File: src/rtl/axi_wr_slave.sv
// AXI write slave: accepts one AW burst at a time, streams each accepted W beat
// to a simple memory write port one cycle later, then returns a single B response.
// Optional build macro AXI_WR_SLAVE_ERRCHK_EN enables SLVERR reporting for
// malformed bursts; without it the response is always OKAY.
module axi_wr_slave #(
    parameter int unsigned AW = 32,
    parameter int unsigned DW = 64
) (
    input  logic            clk,
    input  logic            rst,
    input  logic [AW-1:0]   axi_awaddr,
    input  logic [7:0]      axi_awlen,
    input  logic [2:0]      axi_awsize,
    input  logic [1:0]      axi_awburst,
    input  logic            axi_awvalid,
    output logic            axi_awready,
    input  logic [DW-1:0]   axi_wdata,
    input  logic [DW/8-1:0] axi_wstrb,
    input  logic            axi_wlast,
    input  logic            axi_wvalid,
    output logic            axi_wready,
    output logic [1:0]      axi_bresp,
    output logic            axi_bvalid,
    input  logic            axi_bready,
    output logic            mem_we,
    output logic [AW-1:0]   mem_addr,
    output logic [DW-1:0]   mem_wdata,
    output logic [DW/8-1:0] mem_wstrb
);

    typedef enum logic [1:0] {StIdle, StData, StResp} state_e;

    localparam logic [1:0] ModeFixed = 2'b00;
    localparam logic [1:0] ModeIncr  = 2'b01;
    localparam logic [1:0] ModeWrap  = 2'b10;

    localparam int unsigned SizeMax = $clog2(DW / 8);

`ifdef AXI_WR_SLAVE_ERRCHK_EN
    localparam bit ErrChk = 1'b1;
`else
    localparam bit ErrChk = 1'b0;
`endif

    state_e            state_q, state_d;
    logic [AW-1:0]     addr_q;
    logic [7:0]        len_q;
    logic [2:0]        size_q;
    logic [1:0]        mode_q;
    logic [AW-1:0]     mask_q;
    logic [7:0]        cnt_q;
    logic              err_q;
    logic              mem_we_q;
    logic [AW-1:0]     mem_addr_q;
    logic [DW-1:0]     mem_wdata_q;
    logic [DW/8-1:0]   mem_wstrb_q;

    logic              aw_hs;
    logic              w_hs;
    logic              last_beat;
    logic              wrap_legal;
    logic              aw_err;
    logic [1:0]        aw_mode;
    logic [AW-1:0]     aw_mask;
    logic [AW-1:0]     step;
    logic [AW-1:0]     incr_addr;
    logic [AW-1:0]     next_addr;

    assign axi_awready = (state_q == StIdle);
    assign axi_wready  = (state_q == StData);
    assign axi_bvalid  = (state_q == StResp);
    assign axi_bresp   = (axi_bvalid && ErrChk && err_q) ? 2'b10 : 2'b00;

    assign mem_we    = mem_we_q;
    assign mem_addr  = mem_addr_q;
    assign mem_wdata = mem_wdata_q;
    assign mem_wstrb = mem_wstrb_q;

    assign aw_hs     = axi_awvalid & axi_awready;
    assign w_hs      = axi_wvalid & axi_wready;
    assign last_beat = (cnt_q == len_q);

    // Decode the burst at AW time; reserved and illegal-length WRAP bursts fall back to INCR.
    always_comb begin
        wrap_legal = (axi_awlen == 8'd1) || (axi_awlen == 8'd3) ||
                     (axi_awlen == 8'd7) || (axi_awlen == 8'd15);
        aw_err     = (axi_awburst == 2'b11) || (axi_awsize > 3'(SizeMax)) ||
                     ((axi_awburst == ModeWrap) && !wrap_legal);
        aw_mode    = ModeIncr;
        if (axi_awburst == ModeFixed) begin
            aw_mode = ModeFixed;
        end else if ((axi_awburst == ModeWrap) && wrap_legal) begin
            aw_mode = ModeWrap;
        end
        // Wrap block is (len+1) << size bytes, always a power of two when legal.
        aw_mask = ((AW'(axi_awlen) + AW'(1)) << axi_awsize) - AW'(1);
    end

    // Address of the beat after the current one.
    always_comb begin
        step      = AW'(1) << size_q;
        incr_addr = addr_q + step;
        next_addr = incr_addr;
        case (mode_q)
            ModeFixed: next_addr = addr_q;
            ModeWrap:  next_addr = (addr_q & ~mask_q) | (incr_addr & mask_q);
            default:   next_addr = incr_addr;
        endcase
    end

    // Next-state logic: the burst ends on the beat count, not on wlast.
    always_comb begin
        state_d = state_q;
        unique case (state_q)
            StIdle: if (axi_awvalid) state_d = StData;
            StData: if (axi_wvalid && last_beat) state_d = StResp;
            StResp: if (axi_bready) state_d = StIdle;
            default: state_d = StIdle;
        endcase
    end

    // State register.
    always_ff @(posedge clk or posedge rst) begin
        if (rst) begin
            state_q <= StIdle;
        end else begin
            state_q <= state_d;
        end
    end

    // Burst context, beat counter, error flag and registered memory write port.
    always_ff @(posedge clk or posedge rst) begin
        if (rst) begin
            addr_q      <= '0;
            len_q       <= '0;
            size_q      <= '0;
            mode_q      <= ModeFixed;
            mask_q      <= '0;
            cnt_q       <= '0;
            err_q       <= 1'b0;
            mem_we_q    <= 1'b0;
            mem_addr_q  <= '0;
            mem_wdata_q <= '0;
            mem_wstrb_q <= '0;
        end else begin
            mem_we_q <= w_hs;
            if (aw_hs) begin
                addr_q <= axi_awaddr;
                len_q  <= axi_awlen;
                size_q <= axi_awsize;
                mode_q <= aw_mode;
                mask_q <= aw_mask;
                cnt_q  <= '0;
                // Flag carries both malformed-AW and wlast-placement errors.
                err_q  <= aw_err;
            end
            if (w_hs) begin
                mem_addr_q  <= addr_q;
                mem_wdata_q <= axi_wdata;
                mem_wstrb_q <= axi_wstrb;
                addr_q      <= next_addr;
                cnt_q       <= cnt_q + 8'd1;
                if (axi_wlast != last_beat) begin
                    err_q <= 1'b1;
                end
            end
        end
    end

endmodule

File: config.mk
export PLATFORM = sky130hd
export DESIGN_NAME = axi_wr_slave
export DESIGN_NICKNAME = d
export VERILOG_FILES = /design/src/rtl/axi_wr_slave.sv
export SDC_FILE = /design/constraint.sdc
export NUM_CORES = 1
export LEC_CHECK = 0
export CAP_MARGIN = 30
export CORE_ASPECT_RATIO = 0.5
export CORE_MARGIN = 2
export CORE_UTILIZATION = 55
export DETAILED_ROUTE_END_ITERATION = 6
export PLACE_DENSITY = 0.87
export SETUP_SLACK_MARGIN = 0.1
export SLEW_MARGIN = 20
export SYNTH_ARGS = -nofsm -noshare
export SYNTH_HDL_FRONTEND = slang
export SYNTH_SLANG_ARGS = --single-unit
export TNS_END_PERCENT = 10
File: constraint.sdc
create_clock -name clk -period 16.65 [get_ports clk]
set_input_delay 3.33 -clock clk [delete_from_list [all_inputs] [get_ports clk]]
set_output_delay 3.33 -clock clk [all_outputs]
set_load 0.1 [all_outputs]
* Word-level counts from Yosys, hierarchy flattened
Cells that the tools add are included.
Word-level totals: flip-flop bits (word level) 192, bits of input ports 123, word-level logic and storage cells 58
Operators by class: add/sub/neg operators 4, eq/ne operators 13, shift operators 2, multiplexer cells 11, bitwise operators 6, reductions and logical operators 11
Operator list (number):
- $and A32 B32 Y32 | 2
- $mux W32 | 2
- $pmux W32 S2 | 1
- $add A32 B32 Y32 | 1
- $not A32 Y32 | 1
- $or A32 B32 Y32 | 1
- $shl A1 B3 Y32 const A | 1
- $shl A9 B3 Y32 | 1
- $sub A32 B1 Y32 const B | 1
- $mux W8 | 2
- $mux W2 | 5
- $add A8 B1 Y9 const B | 1
- $add A8 B1 Y8 const B | 1
- $eq A8 B1 Y1 const B | 1
- $eq A8 B2 Y1 const B | 1
- $eq A8 B3 Y1 const B | 1
- $eq A8 B4 Y1 const B | 1
- $eq A8 B8 Y1 | 1
- $eq A2 B2 Y1 const B | 3
- $logic_not A2 Y1 | 3
- $pmux W2 S3 | 1
- $ne A2 B1 Y1 const B | 2
- $ne A2 B2 Y1 const B | 2
- $logic_or A1 B1 Y1 | 3
- other kinds (6) | 8

* Longest topological paths before layout
depth after elaboration 7, depth in mapped cells 12, mapped depth without buffers 12

* Worst setup path before layout
OpenSTA, ideal clock, no wires.
path kind input -> register, start input axi_awsize[1], end register mask_q[18], library setup time 65 ps, arrival time 5415 ps, required time 16585 ps, slack 11170 ps, stages 12, path buffers 3, path through buf_4 > buf_2 > buf_2 > nor3_1 > nand2_1 > ha_1 > nand3_1 > o41ai_1 > and2_1 > nand2_2 > nor4_4 > a21o_1
On the way: word-level cells in the longest chain between the ends 2
Ends and longest elaborated chain:
- from (decl) | line 13 | input logic [2:0] axi_awsize,
- $shl A9 B3 Y32 | line 96 | aw_mask = ((AW'(axi_awlen) + AW'(1)) << axi_awsize) - AW'(1);
- $sub A32 B1 Y32 | line 96
- to (signal assigned) | line 152 | mask_q <= aw_mask;
- to (decl) | line 50 | logic [AW-1:0] mask_q;
Every way passes these cells. A chain may end at the register's enable or synchronous reset.

* Worst setup path after layout
start input axi_awlen[0], end register mask_q[17]
On the way: word-level cells in the longest chain between the ends 3
Ends and longest elaborated chain:
- from (decl) | line 12 | input logic [7:0] axi_awlen,
- $add A8 B1 Y9 | line 96
- $shl A9 B3 Y32 | line 96
- $sub A32 B1 Y32 | line 96
Every way passes these cells.

==> impl_metrics.yaml <==
timing:
  setup_viol: 0
  slew_viol_final: 0
  skew_ps: 13.4
  tns_ps: 0
  hold_viol_final: 0
  fin_crit_sh_pct: 39.1
  fmax_mhz: 154
  slew_headroom_pct: 29.0
  rsz0062_at_grt: "false"
  fin_crit_ps: 6500
  tightestPinTransition_ps: 1060
power:
  p_sw_share_pct: 55.0
  peakVddDrop_mv: 0.173
  switchingPower_mw: 1.53
  cellInternalPower_mw: 1.25
  leakage_nw: 6.00
  seqPwrFrac_pct: 28.5
  p_comb_share_pct: 57.1
  clkPwrFrac_pct: 14.3
  power_density_mw_per_mm2: 215
floorplanning:
  boundaryPins: 233
  die_height_um: 98.6
  die-area_mm2: 0.0190
  start_util_pct: 56.4
  die_x_um: 193
  coreArea_mm2: 0.0174
  rows: 34
synth:
  syn_inst: 1159
  yosysTopAreaCell: "dfrtp_1"
  synth_ff_type: "dfrtp_1"
  avgSynthCellArea_um2: 8.49
  synth_most_common_cell: "nand2_1"
  ys_warn_count: 0
  synth_cell_types: 72
  synth-seq-cells: 191
  ys_seq_area_share_pct: 48.6
  async_flop_share_pct: 100
  synthTopCellsByArea: "dfrtp_1, nand2_1, o21ai_0, nor2_1, a21oi_1"
  yosys-top-cells-count: "nand2_1, dfrtp_1, o21ai_0, nor2_1, clkbuf_1"
  synth_edf_count: 0
  synth.top_cell.area_share_pct: 48.6
  netlist_area_mm2: 0.00984
worst_hold_path:
  hp-class: "register to register"
  min_to: "mem_wdata[63]$_DFFE_PP0P_"
  min_path_cells: 2
  hp-start: "mem_wdata[63]$_DFFE_PP0P_"
layout:
  finalNetCount: 1491
  layout-drive-gt1-share_pct: 5.05
  diodes: 0
  utilization_pct: 74.3
  syn_to_final_growth_pct: 31.7
global_route:
  grt_pass1_wl_um: 45200
  grt_max_degree: 91
  antenna_found_initial: 0
  grt_overflow: 0
  grt_pass1_vias: 9028
  track_usage_pct: 30.0
setup_path:
  critical_path_class: "input port to register"
  r2r-start: "size_q[1]$_DFFE_PP0P_"
  cp.arrival_ps: 6870
  crit_fanout: 16
  cp_slowest_stage_delay_ps: 870
  slowest_stage: "clkdlybuf4s50_1"
  rr_worst_depth: 11
  crit_path_end_kind: "register"
  reg2reg_slack_ps: 13440
  cp_top_family: "simple AND/OR/NAND/NOR gates"
  path_buf_inv: 1
  worstPathRequired_ps: 17010
  worstPathCellList: "clkdlybuf4s50_1 > ha_1 > xor2_1 > o211ai_1 > o2111ai_1 > o41ai_1 > and2_1 > nand2_2 > nor4_4 > a21o_1"
  startpoint_type: "input port"
clock_tree:
  clk_path_buf_depth: 2
  cts_buffers: 17
  clk_latency_ps: 430
  cts_max_level: 4
  cts-root-buf: "clkbuf_16"
  clkTransAtPathRegs_ps: 70
  cts_resized: 0
  cts_tree: "done"
  cts_post_setup_buffers_inserted: 0
  cts_num_sinks: 191
  holdBufCountCts: 0
routing:
  vias: 9207
  drt-initial-drc-count: 826
  drt_wl_total_um: 28500
  drtPass1Iterations: 7
  antenna_left: 0
  routedWlPerCell_um: 17.8
  vias_per_cell: 5.75
  route.detailed.drc: 0
placed_design:
  dp_hpwl_um: 19700
  io_buffers: 229
  gp_routability_congestion: 0.900
run_status:
  status: "complete, no violations"
flow_run:
  drv_cap: 0
==> worst max-delay path by stage <==
| stage | end | slack (ps) | from | depth (start not counted) |
|---|---|---|---|---|
| finish | mask_q[17]$_DFFE_PP0P_ | 10150 | axi_awlen[0] | 10 |
| global route | mask_q[20]$_DFFE_PP0P_ | 9830 | axi_awlen[0] | 10 |
| CTS | mask_q[30]$_DFFE_PP0P_ | 10200 | axi_awlen[0] | 10 |
| detailed placement | mask_q[30]$_DFFE_PP0P_ | 9760 | axi_awlen[0] | 10 |
| global placement | mask_q[26]$_DFFE_PP0P_ | 9840 | axi_awlen[0] | 10 |
| floorplan | async pin | 8120 | rst | 1 |
==> per-stage QoR <==
stage / cells / area (um2) / power (mW) / hold WS (ps) / worst slack (ps)
2_1_floorplan: 1160 / 9840 / 1.94 / 440 / 8120
3_3_place_gp: 1561 / 12200 / 2.30 / 456 / 9840
3_5_place_dp: 1566 / 12300 / 2.38 / 461 / 9760
4_1_cts: 1598 / 12900 / 2.78 / 477 / 10200
5_1_grt: 1600 / 13000 / 2.91 / 480 / 9830
6_report: 1600 / 13000 / 2.78 / 475 / 10150
==> area by class of cell <==
cell class / instances / area [um2]
Sequential cell: 191 / 4780
Multi-Input combinational cell: 881 / 4700
Fill cell: 1223 / 4490
Timing Repair Buffer: 244 / 2530
Clock buffer: 18 / 429
Tap cell: 234 / 293
Clock inverter: 14 / 140
Inverter: 18 / 73.8
==> tightest hold or removal path: cells and delay by family (launching register included) <==
family / cells / cell delay (ps)
flops: 1 / 340
simple gates: 2 / 100
==> placed cells by master, fill, tap and decap left out, types with 4 or more instances in the layout <==
master	instances
nand2_1	379
clkdlybuf4s50_1	229
dfrtp_1	191
o21ai_0	92
nor2_1	69
a21oi_1	41
nor3_1	27
nand3_1	25
xnor2_1	23
a21o_1	20
clkbuf_16	17
inv_1	15
ha_1	14
o211ai_1	13
and3_1	12
nand4_1	10
mux2i_1	9
xor2_1	8
buf_4	8
nor2b_1	7
a22oi_1	7
nor3b_1	7
and2_1	6
o21bai_1	6
o22ai_1	6
inv_8	6
buf_16	6
nand2b_1	5
a31oi_1	5
o31ai_1	5
a22o_1	5
and4_1	4
a32oi_1	4
a211oi_1	4
o2111ai_1	4
nor4_1	4
nand4b_1	4
==> layer usage <==
metal	vias to the layer above	GRT usage, %	wire length (um)	share of wire (%)
met5	-	0	0	0
met4	0	10.4	764	2.7
met3	66	5.98	2310	8.1
met2	431	50.4	13700	48
met1	4379	39.0	11700	41
li1	4331	-	-	-
==> power groups by stage <==
stage                     clock (mW)  combinational, mW  sequential [mW]
final                          0.399               1.59            0.795
after CTS                      0.401               1.59            0.789
after floorplan                    0              0.407             1.53
after detailed placement           0               1.58            0.796
after global routing           0.422               1.67            0.815
after global placement             0               1.52            0.781
==> cell families (layout without fill, tap and decap cells) <==
logic type | count (synthesis) | after routing | synth area share, %
mux | 12 | 12 | 1.49
fa+ha+maj | 15 | 15 | 1.98
other cells | 1 | 2 | 0.0381
compound gates | 242 | 242 | 15.8
buf+inv | 88 | 294 | 3.76
xor+xnor | 31 | 31 | 2.76
simple gates | 579 | 579 | 25.6
flops | 191 | 191 | 48.6
Note: power is estimated with default switching activity, not from simulation.
